--- src/rtl/priority_encoder8x3.sv ---
// Registered 8-to-3 priority encoder. Requests accumulate in a pending register,
// and the winning index is presented with a valid/ack handshake.
module priority_encoder8x3 #(
  parameter bit HIGH_FIRST  = 1'b1,
  parameter bit EDGE_DETECT = 1'b0
) (
  input  logic       clk,
  input  logic       rst_n,
  input  logic [7:0] Y,
  input  logic [7:0] mask,
  input  logic       ack,
  output logic [2:0] A,
  output logic       valid,
  output logic [7:0] pend
);

  typedef enum logic [0:0] {StIdle, StPresent} state_e;

  state_e     state_q, state_d;
  logic [7:0] y_q, y_d;
  logic [7:0] pend_q, pend_d;
  logic [2:0] a_q, a_d;
  logic       valid_q, valid_d;

  logic [7:0] req_set;
  logic [7:0] clr;
  logic [7:0] elig;
  logic [2:0] winner;

  assign elig = pend_q & mask;

  // Scan order makes the last eligible index seen the winner.
  always_comb begin
    winner = '0;
    if (HIGH_FIRST) begin
      for (int i = 0; i < 8; i++) begin
        if (elig[i]) winner = 3'(i);
      end
    end else begin
      for (int i = 7; i >= 0; i--) begin
        if (elig[i]) winner = 3'(i);
      end
    end
  end

  always_comb begin
    state_d = state_q;
    a_d     = a_q;
    valid_d = valid_q;
    clr     = '0;
    unique case (state_q)
      StIdle: begin
        if (|elig) begin
          a_d     = winner;
          valid_d = 1'b1;
          state_d = StPresent;
        end
      end
      StPresent: begin
        if (ack) begin
          clr     = 8'b1 << a_q;
          valid_d = 1'b0;
          state_d = StIdle;
        end
      end
      default: begin
        valid_d = 1'b0;
        state_d = StIdle;
      end
    endcase
  end

  // A set on the same edge as its clear wins, so re-requests are not lost.
  always_comb begin
    req_set = EDGE_DETECT ? (Y & ~y_q) : Y;
    pend_d  = (pend_q & ~clr) | req_set;
    y_d     = Y;
  end

  always_ff @(posedge clk) begin
    if (!rst_n) begin
      state_q <= StIdle;
      y_q     <= '0;
      pend_q  <= '0;
      a_q     <= '0;
      valid_q <= 1'b0;
    end else begin
      state_q <= state_d;
      y_q     <= y_d;
      pend_q  <= pend_d;
      a_q     <= a_d;
      valid_q <= valid_d;
    end
  end

  assign A     = a_q;
  assign valid = valid_q;
  assign pend  = pend_q;

endmodule

--- config.mk ---
export PLATFORM = sky130hd
export DESIGN_NAME = priority_encoder8x3
export DESIGN_NICKNAME = d
export VERILOG_FILES = /design/src/rtl/priority_encoder8x3.sv
export SDC_FILE = /design/constraint.sdc
export NUM_CORES = 1
export LEC_CHECK = 0
export BUFFER_PORTS_ARGS = -buffer_cell sky130_fd_sc_hd__buf_4
export CORE_MARGIN = 2
export CORE_UTILIZATION = 32
export CTS_BUF_LIST = sky130_fd_sc_hd__clkbuf_2 sky130_fd_sc_hd__clkbuf_4 sky130_fd_sc_hd__clkbuf_8
export DETAILED_ROUTE_END_ITERATION = 10
export PLACE_DENSITY = 0.71
export SKIP_LAST_GASP = 1
export SYNTH_ARGS = -nofsm -noshare
export SYNTH_HDL_FRONTEND = slang
export SYNTH_SLANG_ARGS = --single-unit
--- constraint.sdc ---
create_clock -name clk -period 1.03 [get_ports clk]
set_clock_uncertainty 0.05 [all_clocks]
set_input_delay 0.103 -clock clk [delete_from_list [all_inputs] [get_ports clk]]
set_output_delay 0.103 -clock clk [all_outputs]
set_load 0.005 [all_outputs]
# ---- Yosys cells after proc, flatten, opt, wreduce, memory -nomap -nowiden
# Cells that the tools add are included.
dict set report totals {
  mem_bits_rw 0
  latch_bits 0
  wordCells 30
  out_inout_bits 12
  mem_count 0
  inputBits 19
  register_bits 13
  mem_bits_ro 0
}
dict set report classes {
  n_lt_le_gt_ge 0
  shift 1
  eq_ne 2
  reduce_logical 3
  multipliers 0
  n_mux 15
  n_bitwise 5
  div_mod_pow 0
  n_addsub 0
}
# cell count
set ops {}
lappend ops {{$mux W3} 6}
lappend ops {{$and A8 B8 Y8} 2}
lappend ops {{$mux W8} 2}
lappend ops {{$not A8 Y8} 1}
lappend ops {{$or A8 B8 Y8} 1}
lappend ops {{$reduce_or A8 Y1} 1}
lappend ops {{$shl A1 B3 Y8 const A} 1}
lappend ops {{$mux W1} 5}
lappend ops {{$ne A2 B2 Y1 const B} 2}
lappend ops {{$pmux W1 S2} 2}
lappend ops {{$reduce_and A2 Y1} 2}
lappend ops {{$not A1 Y1} 1}

# ---- Logic depth before layout (Yosys ltp)
dict set report depth {
  word_depth 8
  depth_mapped 4
  mapped_depth_nobuf 4
}

# ---- Least setup slack after synthesis
# No wires, ideal clock.
dict set report synth_timing {
  kind {register to register}
  from {register pend_q[1] (netlist: pend[1])}
  to {register a_q[1] (netlist: A[1])}
  path_slack_ps -140
  stages_incl_launch_ff 5
  setup_time_ps 116
  path_buffers 0
  required_time_ps 864
  arrival_ps 1004
  synth_period_minus_slack_ps 1170
  cell_sequence {dfxtp_1 -> a22oi_2 -> a41oi_2 -> o211ai_1 -> o211a_1}
}
dict set report synth_between {
  elab_chain_cells 3
}
# element line_no
set synth_rtl {}
lappend synth_rtl {{start, declared} 21} ;# logic [7:0] pend_q, pend_d;
lappend synth_rtl {{start signal, assigned} 90} ;# pend_q <= pend_d;
lappend synth_rtl {{$and A8 B8 Y8} 30} ;# assign elig = pend_q & mask;
lappend synth_rtl {{$reduce_or A8 Y1} 53} ;# if (|elig) begin
lappend synth_rtl {{$reduce_and A2 Y1 (no source line)} n/a}
lappend synth_rtl {{end signal, assigned} 85} ;# a_q <= '0;
lappend synth_rtl {{end signal, assigned} 91} ;# a_q <= a_d;
lappend synth_rtl {{end, declared} 22} ;# logic [2:0] a_q, a_d;
# Every way passes these cells.
# A chain may end at the register's enable or synchronous reset.

# ---- Final worst setup path
dict set report layout_timing {
  from {register pend_q[3] (netlist: pend[3])}
  to {register a_q[1] (netlist: A[1])}
}
dict set report layout_between {
  elab_chain_cells 6
  elab_cells_between_ends 8
  classes_between {5 x mux; 1 x bitwise; 2 x reduce/logical}
}
# element line_no
set layout_rtl {}
lappend layout_rtl {{$and A8 B8 Y8 *} 30}
lappend layout_rtl {{$mux W3 (5 in series)} 37} ;# if (elig[i]) winner = 3'(i);
# Mark *: on every way between the ends. The rest lies on a longest branch, timed or not.

==> results_dict.tcl <==
set metrics [dict create \
    yosysTopAreaCell "dfxtp_1" \
    power_w 0.00139 \
    rows 15 \
    dieArea_um2 2220 \
    yosysTopAreaCellShare_pct 43.8 \
    first_iter_violations 16 \
    hold_end "pend[4]" \
    status "complete, but fails checks" \
    power_density_nw_per_um2 1270 \
    drt-pass1-iter-count 4 \
    r2r_setup_slack_ns -0.17 \
    min_path_cells 3 \
    grtUsageMet1_pct 23.6 \
    p_leak_nw 0.520 \
    antenna_found_initial 0 \
    cts.sinks 13 \
    wirelength_um 2000 \
    reg2reg_to "A[1]" \
    die_y_um 47.1 \
    ys.flop_type "dfxtp_1" \
    nets 139 \
    rsz0062_at_grt "yes" \
    drc_errors 0 \
    path_max_fanout 6 \
    grtUsageMet3_pct 3.85 \
    yosys-top-cells-area "dfxtp_1 (44%), a22oi_2 (8.4%), a21oi_1 (7.6%)" \
    cts_max_path_buffers 2 \
    root_buffer "clkbuf_4" \
    yosys_warnings 0 \
    first_global_vias 622 \
    maxCapViolations 0 \
    critPathLaunch "pend[3]" \
    wl_per_cell_um 13.9 \
    fin_crit_sh_pct 116 \
    post-synth-top-count-cell "dfxtp_1" \
    critical_path.endpoint_type "flip-flop" \
    dr_total_vias 721 \
    grt_max_degree 8 \
    syn_to_final_growth_pct 83.4 \
    port_buffers 30 \
    synth_edf_count 0 \
    setup_ws_ns -0.169 \
    synthesis.area_um2 594 \
    synth_nets 87 \
    postSynthCellCount 68 \
    cts-hold-fix-buffers 0 \
    r2r_cells 4 \
    layout-drive-gt1-share_pct 63.0 \
    synthTopCellsByCount "dfxtp_1 (13), a21oi_1 (9), nand2_1 (9), inv_1 (8), o21ai_0 (6)" \
    violations "setup timing" \
    max_freq_mhz 834 \
    critical_path_required_ns 1.20 \
    worstMarginPinSlew_ns 0.277 \
    grt_overflow 0 \
    clk_pin_slew_ns 0.08 \
    coreArea_um2 1750 \
    synth_seq_cells 13 \
    ir_drop_mv 0.846 \
    cts_tree "yes" \
    ys_async_sr_fraction_pct 0 \
    ios 31 \
    netlist-cell-type-count 18 \
    cp-start-kind "flip-flop" \
    cts_max_level 1 \
    grt.total_usage_pct 17.7 \
    r2r_start "pend[3]" \
    cts-buffers-inserted 3 \
    finalWeightedCongestion 0.845 \
    antenna_cells 0 \
    routed_via_density 5.01 \
    crit_type "reg2reg" \
    grt_first_pass_wirelength_um 2730 \
    die_width_um 47.1 \
    busiest_layer "met2" \
    setup_viol 13 \
    antenna_left 0 \
    timing.final.hold_violations 0 \
    start_util_pct 34.1 \
    final.setup.tns_ns -1.11 \
    clk_latency_ns 0.27 \
    slew_viol_final 0 \
    arrival_ns 1.37 \
    slew_headroom_pct 81.5 \
    min_period_ns 1.20 \
    yosysSeqAreaShare_pct 43.8 \
    grtUsageMet2_pct 26.8 \
    syn_area_per_cell_um2 8.74 \
    hold_path_startpoint "Y[4]" \
    post-dp-hpwl_um 1420 \
    hp-class "in2reg" \
]
==> sequential cells by signal (all words and copies together) (netlist names) <==
register  flops
pend          8
A             3
state_q       1
valid         1
==> layer usage <==
| layer | vias up | routed length, µm |
|---|---|---|
| met5 | - | 0 |
| met1 | 335 | 854 |
| li1 | 353 | - |
| met4 | 0 | 36 |
| met2 | 29 | 1010 |
| met3 | 4 | 98 |
==> placed cells by master, fill, tap and decap left out, drive strengths merged, types with 3 or more instances in the layout <==
master and count:
dfxtp 13, o21ai 6, buf 47, inv 8, a22oi 4, a21oi 9
clkbuf 4, o211a 3, nand2 9
==> critical path: stages (launching register included) <==
cell and delay [ns]:
dfxtp_2 0.33, a22oi_2 0.26, a41oi_4 0.20, o211ai_1 0.14
o211a_1 0.17
==> cells by family (layout without fill, tap and decap cells) <==
| group | Yosys count | after routing | synth area share [%] |
|---|---|---|---|
| and+or+nand+nor | 16 | 16 | 12.2 |
| AOI/OAI and AO/OA | 30 | 30 | 38.3 |
| buffers and inverters | 9 | 60 | 5.68 |
| DFF | 13 | 13 | 43.8 |
==> power breakdown <==
part | internal [W] | switching (W)
Combinational | 0.000251 | 0.000167
Sequential | 0.000560 | 0.0000621
Clock | 0.000176 | 0.000171
Total | 0.000987 | 0.000400
==> layout make-up <==
type / instances / area, µm²
fill: 142 / 656
timing repair buffer: 47 / 379
multi-input combinational: 46 / 339
sequential: 13 / 277
inverter: 9 / 33.8
tap: 25 / 31.3
clock buffer: 4 / 30.0
==> timing repair <==
item                       in CTS  in global routing
buffers inserted                1                  1
gates resized for setup         4                 18
setup endpoints to repair      13                 22
gates cloned                    0                  0
pin swaps                       1                  6
==> metrics by stage <==
stage | area [µm²] | std cells | hold slack, ns | setup WS, ns | utilization, %
after floorplan | 602 | 68 | 0.175 | -0.0755 | -
after global placement | 971 | 138 | 0.288 | -0.154 | 55.6
after detailed placement | 971 | 138 | 0.298 | -0.171 | 55.6
after CTS | 1010 | 143 | 0.00575 | -0.192 | 58.1
after global routing | 1090 | 144 | 0.0173 | -0.231 | 62.4
final | 1090 | 144 | 0.0147 | -0.169 | 62.4
==> worst max path at each step <==
stage	end	slack, ns	cells after the start
5_1_grt	A[1]	-0.23	4
6_report	A[1]	-0.17	4
2_1_floorplan	A[0]	-0.08	4
3_5_place_dp	A[1]	-0.17	4
3_3_place_gp	pend[0]	-0.15	4
4_1_cts	A[1]	-0.19	4
(Power assumes the default switching activity.)
